`src/rtl/vec_wb_sequencer_if.sv`:
```
// Vector result handshake and element write-back bus between the vector
// datapath, the write-back sequencer and the register-file bank demux.
interface vec_wb_sequencer_if #(
  parameter int data_width_p = 32,
  parameter int els_p        = 16,
  parameter int num_banks_p  = 4,
  parameter int num_regs_p   = 8
);
  localparam int sel_w        = $clog2(num_banks_p);
  localparam int rows_per_reg = els_p / num_banks_p;
  localparam int addr_w       = $clog2(num_regs_p * rows_per_reg);
  localparam int vl_w         = $clog2(els_p + 1);
  localparam int reg_w        = $clog2(num_regs_p);

  logic                          v_i;
  logic                          ready_o;
  logic [reg_w-1:0]              reg_i;
  logic [vl_w-1:0]               vl_i;
  logic [els_p*data_width_p-1:0] data_i;
  logic                          wr_v_o;
  logic [sel_w-1:0]              wr_sel_o;
  logic [addr_w-1:0]             wr_addr_o;
  logic [data_width_p-1:0]       wr_data_o;
  logic                          stall_i;
  logic                          done_o;

  modport master (
    output v_i, reg_i, vl_i, data_i, stall_i,
    input  ready_o, wr_v_o, wr_sel_o, wr_addr_o, wr_data_o, done_o
  );

  modport slave (
    input  v_i, reg_i, vl_i, data_i, stall_i,
    output ready_o, wr_v_o, wr_sel_o, wr_addr_o, wr_data_o, done_o
  );
endinterface

```
`src/rtl/vec_wb_sequencer.sv`:
```
// Write-back sequencer: captures one vector result per handshake and emits one
// bank/row/element write per accepted cycle, pulsing done_o after the last one.
module vec_wb_sequencer #(
  parameter int data_width_p = 32,
  parameter int els_p        = 16,
  parameter int num_banks_p  = 4,
  parameter int num_regs_p   = 8
) (
  input logic               clk_i,
  input logic               reset_n_i,
  vec_wb_sequencer_if.slave bus
);
  localparam int sel_w        = $clog2(num_banks_p);
  localparam int rows_per_reg = els_p / num_banks_p;
  localparam int addr_w       = $clog2(num_regs_p * rows_per_reg);
  localparam int vl_w         = $clog2(els_p + 1);
  localparam int reg_w        = $clog2(num_regs_p);
  localparam int idx_w        = $clog2(els_p);

  localparam logic [0:0] state_idle  = 1'b0;
  localparam logic [0:0] state_write = 1'b1;

  localparam logic [vl_w-1:0] vl_max = vl_w'(els_p);

  logic [0:0]              state;
  logic [vl_w-1:0]         idx;
  logic [vl_w-1:0]         len;
  logic [vl_w-1:0]         vl_clamped;
  logic [vl_w-1:0]         row;
  logic [reg_w-1:0]        reg_r;
  logic [data_width_p-1:0] buffer [els_p];
  logic                    done_r;
  logic                    accept;
  logic                    wr_accept;

  assign vl_clamped = (bus.vl_i > vl_max) ? vl_max : bus.vl_i;
  assign accept     = bus.v_i && (state == state_idle);
  assign wr_accept  = (state == state_write) && !bus.stall_i;
  assign row        = idx >> sel_w;

  // done_r defaults low each edge so it can only ever be a one-cycle pulse
  always_ff @(posedge clk_i or negedge reset_n_i) begin
    if (!reset_n_i) begin
      state  <= state_idle;
      idx    <= '0;
      len    <= '0;
      reg_r  <= '0;
      done_r <= 1'b0;
    end else begin
      done_r <= 1'b0;
      case (state)
        state_idle: begin
          if (accept) begin
            reg_r <= bus.reg_i;
            len   <= vl_clamped;
            idx   <= '0;
            if (vl_clamped == '0) begin
              done_r <= 1'b1;
            end else begin
              state <= state_write;
            end
          end
        end
        state_write: begin
          if (wr_accept) begin
            idx <= idx + vl_w'(1);
            if (idx == len - vl_w'(1)) begin
              state  <= state_idle;
              done_r <= 1'b1;
            end
          end
        end
        default: state <= state_idle;
      endcase
    end
  end

  // The element buffer carries no reset; it is only read while in WRITE
  always_ff @(posedge clk_i) begin
    if (accept) begin
      for (int i = 0; i < els_p; i++) begin
        buffer[i] <= bus.data_i[i*data_width_p +: data_width_p];
      end
    end
  end

  always_comb begin
    bus.ready_o   = (state == state_idle);
    bus.wr_v_o    = 1'b0;
    bus.wr_sel_o  = '0;
    bus.wr_addr_o = '0;
    bus.wr_data_o = '0;
    if (state == state_write) begin
      bus.wr_v_o    = 1'b1;
      bus.wr_sel_o  = idx[sel_w-1:0];
      bus.wr_addr_o = addr_w'(reg_r) * addr_w'(rows_per_reg) + addr_w'(row);
      bus.wr_data_o = buffer[idx[idx_w-1:0]];
    end
  end

  assign bus.done_o = done_r;
endmodule

```
`src/flat_wrapper.sv`:
```
// flat-port wrapper written by rule: the top's interface ports become plain ports
module vec_wb_sequencer_flat 
#(
  parameter int data_width_p = 32,
  parameter int els_p        = 16,
  parameter int num_banks_p  = 4,
  parameter int num_regs_p   = 8
)
  (clk_i, reset_n_i, bus_v_i, bus_reg_i, bus_vl_i, bus_data_i, bus_stall_i, bus_ready_o, bus_wr_v_o, bus_wr_sel_o, bus_wr_addr_o, bus_wr_data_o, bus_done_o);
  vec_wb_sequencer_if #(.data_width_p(data_width_p), .els_p(els_p), .num_banks_p(num_banks_p), .num_regs_p(num_regs_p)) bus_i ();
  input logic clk_i;
  input logic reset_n_i;
  input wire logic [$bits(bus_i.v_i)-1:0] bus_v_i;
  input wire logic [$bits(bus_i.reg_i)-1:0] bus_reg_i;
  input wire logic [$bits(bus_i.vl_i)-1:0] bus_vl_i;
  input wire logic [$bits(bus_i.data_i)-1:0] bus_data_i;
  input wire logic [$bits(bus_i.stall_i)-1:0] bus_stall_i;
  output wire logic [$bits(bus_i.ready_o)-1:0] bus_ready_o;
  output wire logic [$bits(bus_i.wr_v_o)-1:0] bus_wr_v_o;
  output wire logic [$bits(bus_i.wr_sel_o)-1:0] bus_wr_sel_o;
  output wire logic [$bits(bus_i.wr_addr_o)-1:0] bus_wr_addr_o;
  output wire logic [$bits(bus_i.wr_data_o)-1:0] bus_wr_data_o;
  output wire logic [$bits(bus_i.done_o)-1:0] bus_done_o;
  assign bus_i.v_i = bus_v_i;
  assign bus_i.reg_i = bus_reg_i;
  assign bus_i.vl_i = bus_vl_i;
  assign bus_i.data_i = bus_data_i;
  assign bus_i.stall_i = bus_stall_i;
  assign bus_ready_o = bus_i.ready_o;
  assign bus_wr_v_o = bus_i.wr_v_o;
  assign bus_wr_sel_o = bus_i.wr_sel_o;
  assign bus_wr_addr_o = bus_i.wr_addr_o;
  assign bus_wr_data_o = bus_i.wr_data_o;
  assign bus_done_o = bus_i.done_o;
  vec_wb_sequencer #(.data_width_p(data_width_p), .els_p(els_p), .num_banks_p(num_banks_p), .num_regs_p(num_regs_p)) u_core (.clk_i(clk_i), .reset_n_i(reset_n_i), .bus(bus_i));
endmodule
```
`config.mk`:
```
export PLATFORM = sky130hd
export DESIGN_NAME = vec_wb_sequencer_flat
export DESIGN_NICKNAME = d
export VERILOG_FILES = /design/src/rtl/vec_wb_sequencer_if.sv /design/src/rtl/vec_wb_sequencer.sv /design/src/flat_wrapper.sv
export SDC_FILE = /design/constraint.sdc
export NUM_CORES = 1
export LEC_CHECK = 0
export ABC_AREA = 0
export CORE_AREA = 2 2 219 221
export CTS_CLUSTER_DIAMETER = 60
export DETAILED_ROUTE_END_ITERATION = 7
export DIE_AREA = 0 0 221 223
export DONT_BUFFER_PORTS = 1
export PLACE_DENSITY_LB_ADDON = 0.05
export RECOVER_POWER = 25
export SYNTH_ARGS = -nofsm -noshare
export SYNTH_HDL_FRONTEND = slang
export SYNTH_SLANG_ARGS = --single-unit
```
`constraint.sdc`:
```
create_clock -name clk_i -period 33 [get_ports clk_i]
set_input_delay 8.25 -clock clk_i [delete_from_list [all_inputs] [get_ports clk_i]]
set_output_delay 8.25 -clock clk_i [all_outputs]
set_load 0.02 [all_outputs]
```
======== Word-level counts from Yosys, hierarchy flattened ========
Memories as Yosys holds them, arrays and structs flattened.
Cells that the tools add are included.
cells by class
  add/subtract/negate cells ............... 3
  multipliers ............................. 0
  div/mod/pow operators ................... 0
  $lt $le $gt $ge ......................... 1
  equality and inequality tests ........... 3
  shift-type cells ........................ 0
  multiplexer cells ....................... 20
  bitwise operators ....................... 1
  reductions and logical operators ........ 6
operators by type and width
  cell                   count
  $mux W32               1
  $mux W5                4
  $mux W1                11
  $pmux W5 S2            1
  $add A5 B1 Y5 const B  1
  $add A5 B3 Y5          1
  $eq A5 B5 Y1           1
  $gt A5 B5 Y1 const B   1
  $logic_not A5 Y1       1
  $sub A5 B1 Y5 const B  1
  $pmux W1 S2            2
  $reduce_and A2 Y1      2
  $logic_and A1 B1 Y1    2
  $mux W2                1
  $ne A2 B1 Y1 const B   1
  $ne A2 B2 Y1 const B   1
  $logic_not A1 Y1       1
  $not A1 Y1             1
word-level totals
  register bits after elaboration ......... 15
  latch bits .............................. 0
  RAM bits ................................ 512
  memory bits (read-only) ................. 0
  bits of input ports ..................... 524
  output and inout bits ................... 42
  word-level logic and storage cells ...... 40
  memories kept ........................... 1
memories
  name           words  bits a word  rd ports  clocked after Yosys merged registers in  write ports  line                    RTL
  u_core.buffer  16     32           1         0                                        16           vec_wb_sequencer.sv:31  logic [data_width_p-1:0] buffer [els_p];

======== Longest topological paths before layout ========
  word-level depth ........................ 6
  depth in mapped cells ................... 7

======== Worst setup path before layout ========
Ideal clock, no wire load.
  kind .................................... input to register
  start point ............................. input port bus_v_i
  end point ............................... register u_core.len[0]
  library setup time ...................... 0.587 ns
  data arrival time ....................... 18.968 ns
  path slack .............................. 13.445 ns
  cell stages on the path ................. 5
  path buffers ............................ 2
  cell sequence ........................... clkbuf_1 -> nand2_1 -> clkbuf_1 -> inv_1 -> o21ai_0
between the ends
  word-level cells in the longest chain between the ends .. 2
RTL lines
  what                                line                    RTL
  from (decl)                         flat_wrapper.sv:13      input wire logic [$bits(bus_i.v_i)-1:0] bus_v_i;
  $logic_and A1 B1 Y1                 vec_wb_sequencer.sv:37  assign accept = bus.v_i && (state == state_idle);
  net u_core.accept                   vec_wb_sequencer.sv:33  logic accept;
  $reduce_and A2 Y1 (no source line)  -
  to (signal assigned)                vec_wb_sequencer.sv:55  len <= vl_clamped;
  to (decl)                           vec_wb_sequencer.sv:27  logic [vl_w-1:0] len;
The timed path passes the listed nets, and every way through them passes these cells.
A chain may end at the register's enable or synchronous reset.

======== Worst setup path after layout ========
  start point ............................. register u_core.idx[0]
  end point ............................... output port bus_wr_data_o[10]
between the ends
  word-level cells in the longest chain between the ends .. 2
RTL lines
  what                    line                    RTL
  from (decl)             vec_wb_sequencer.sv:26  logic [vl_w-1:0] idx;
  from (signal assigned)  vec_wb_sequencer.sv:66  idx <= idx + vl_w'(1);
  $mem_v2 Z16 W32         -
  $mux W32                vec_wb_sequencer.sv:93  if (state == state_write) begin
  to (decl)               flat_wrapper.sv:22      output wire logic [$bits(bus_i.wr_data_o)-1:0] bus_wr_data_o;
Every way passes these cells.

==> summary.md <==
| Metric | Value |
|---|---|
| Share of layout cells above drive strength 1 | `0.112` |
| List of most frequent post-synthesis cells | `512 x edfxtp_1, 230 x mux2i_1, 102 x a22oi_1, 51 x nand3_1, 42 x nand2_1` |
| Cts hold-fix bufs | `0` |
| CORE AREA | `47100 um^2` |
| Max Clock Skew | `0.0105 ns` |
| CTS sink cnt | `527` |
| Setup TNS Final | `0 ns` |
| Final hold vios | `0` |
| Fillers | `3886` |
| DRT Pass-1 Iters | `5` |
| I/O Buffers | `0` |
| Drt wl/cell | `31.3 um` |
| Synth top area share | `0.744` |
| Yosys Warn Count | `0` |
| First-pass GRT wire length | `78600 um` |
| Rel. slew slack | `0.105` |
| Logic pwr share | `0.285` |
| RSZ-0062 raised after global routing | `no` |
| Critical Path Start Type | `flop` |
| Avg Cell Area, Syn | `18.4 um^2` |
| CTS Buf Count | `58` |
| Postcts setup bufs | `0` |
| VDD IR max | `0.0000785 V` |
| Min Tclk post-route | `11.88 ns` |
| Ys async rst share | `0.0285` |
| Final worst-path cycle share | `0.360` |
| IO Count | `566` |
| Max-cap violations | `0` |
| WHS | `0.519 ns` |
| Worst Tran Pin Value | `1.34 ns` |
| Yosys reg bits | `527` |
| Post-synth net total | `1651` |
| Synth top area cells | `edfxtp_1 74%, mux2i_1 11%, a22oi_1 3.7%` |
| Sequential share of power | `0.384` |
| H-tree levels | `2` |
| Critical path class | `flop to output pin` |
| Via count | `10.2k` |
| # setup viols final | `0` |
| Pin count of the biggest net entering global routing | `197` |
| CTS clk-pin slew, worst paths | `0.06 ns` |
| Post-cts repair resize count | `0` |
| Initial DRC Count | `794` |
| CP Capture Type | `output pin` |
| CTS tree | `yes` |
| Gr usage total | `0.225` |
| FF/Latch Area | `15800 um^2` |
| # rows | `80` |
| Switching share of total power | `0.333` |
| Cells after Synth | `1123` |
| Syn-to-layout area delta | `12.6%` |
| Final max-slew violation count | `0` |
| Outcome | `finished, final reports clean` |
| Required @ worst endpoint | `24.75 ns` |
| Max Fclk | `0.0842 GHz` |
| Die X | `221 um` |
| Clock Latency Late Sink | `0.60 ns` |
| Clock tree root driver cell | `clkbuf_16` |
| Post-synth EDFFs | `512` |
| CP Data Arrival Time | `3.63 ns` |
| Multi-input logic area | `4460 um^2` |
| Internal | `1.41 mW` |
| Worst hold path class | `flop to flop` |
| Routability congestion estimate | `0.813` |
| Initial core utilization | `0.438` |
| CTS Buffer Depth | `3` |
| Clk pwr share | `0.331` |
| Grt total ovfl | `0` |
| Count leader, synth | `edfxtp_1` |
| Post-detail-place hpwl | `39300 um` |
| Pleak | `7.95 nW` |
| Die area | `49300 um^2` |
| Post-synth top area cell | `edfxtp_1` |
| CP max FO | `59` |
| Main flop type after synthesis | `edfxtp_1` |
| Cell Pwr Density | `90.5 nW/um^2` |
| Drt via density | `5.58` |
| # DRC | `0` |
| Final WL | `56900 um` |
| Register area share after synthesis | `0.762` |
| Die height | `223 um` |
| Post-DRT Antenna Nets | `0` |
| Synth cell types | `34` |
| Initial antenna violation count | `46` |
| Vias in the first global route | `10.4k` |
| Final #Nets | `1659` |
| NetSw | `0.700 mW` |
| Syn Std Cell Area | `20700 um^2` |
## area by class of cell
type / instances / area share
multi-input cells: 524 / 0.192
clock buffers: 76 / 0.0689
inverters: 6 / 0.00129
flip-flops and latches: 527 / 0.677
clock inverters: 33 / 0.0202
diodes: 23 / 0.00247
well taps: 615 / 0.0331
repair buffers: 14 / 0.00506
## placed cells by master (no fill, tap or decap), types with 6 or more instances in the layout
cell type,count
clkbuf_1,13
clkinv_1,9
xor2_1,7
a221oi_1,7
dfrtp_1,14
o21ai_1,15
clkinv_2,7
buf_4,13
clkbuf_16,61
a22oi_1,102
nand2_1,42
mux2i_1,230
mux4_2,13
bufinv_16,12
nand3_1,51
o21ai_0,8
a221oi_2,6
edfxtp_1,512
diode_2,23
## metal layers
layer  track usage  vias to the layer above  wire (um)
li1              -                     4551          -
met1         0.269                     5022      21800
met2         0.375                      413      28800
met3        0.0869                      120       4710
met4        0.0732                       44       1230
met5             0                        -        310
## cells by family (layout without fill, tap and decap cells)
kind of cell / count (synthesis) / in the layout / share of synthesized area
AO/OA/AOI/OAI: 142 / 142 / 0.0513
AND/OR/NAND/NOR: 118 / 118 / 0.0274
multiplexers: 248 / 248 / 0.128
buffers and inverters: 72 / 129 / 0.0232
XOR/XNOR: 12 / 12 / 0.00509
flip-flops: 527 / 527 / 0.762
other: 0 / 23 / 0
adder cells (fa/ha/maj): 4 / 4 / 0.00242
## critical path, cell delays in order (launching register included)
cell	delay [ns]
dfrtp_4	0.92
buf_4	0.91
mux2i_1	0.19
a22oi_1	0.27
nand3_1	0.29
nand2_1	0.36
## registers in the layout (all words and copies together) (netlist names)
signal             cells
u_core.len             5
u_core.state           1
u_core.bus.done_o      1
u_core.reg_r           3
u_core.idx             5
u_core.buffer        512
## per-stage QoR
step	utilization	power, mW	std cells	instance area, um^2	worst slack [ns]
finish	0.493	2.11	1818	23300	21.12
global route	0.493	2.19	1807	23200	20.94
CTS	0.492	2.13	1795	23200	21.04
detailed placement	0.448	1.44	1686	21100	21.53
global placement	0.448	1.44	1686	21100	21.58
floorplan	-	1.32	1123	20700	13.44
## path summary, 6_finish.rpt
path                                             startpoint                            end  slack (ns)  cells after the start
worst max-delay path              u_core.idx[0]$_DFFE_PN0P_              bus_wr_data_o[10]       21.12                      5
worst min-delay path            u_core.reg_r[0]$_DFFE_PN0P_    u_core.reg_r[0]$_DFFE_PN0P_        0.52                      1
worst max register to register       u_core.state$_DFF_PN0_  u_core.buffer[3][2]$_DFFE_PP_       28.46                      5
worst min register to register  u_core.reg_r[0]$_DFFE_PN0P_    u_core.reg_r[0]$_DFFE_PN0P_        0.52                      1
max in group asynchronous                         reset_n_i      u_core.idx[0]$_DFFE_PN0P_       25.58                      0
min in group asynchronous                         reset_n_i    u_core.bus.done_o$_DFF_PN0_        7.34                      0
## power by group through the flow
stage | combinational, mW | sequential [mW] | clock, mW
4_1_cts | 0.615 | 0.807 | 0.711
3_5_place_dp | 0.614 | 0.822 | 0
2_1_floorplan | 0.478 | 0.837 | 0
5_1_grt | 0.647 | 0.811 | 0.736
3_3_place_gp | 0.614 | 0.821 | 0
6_report | 0.601 | 0.807 | 0.697
Power figures use the tool's default switching activity.
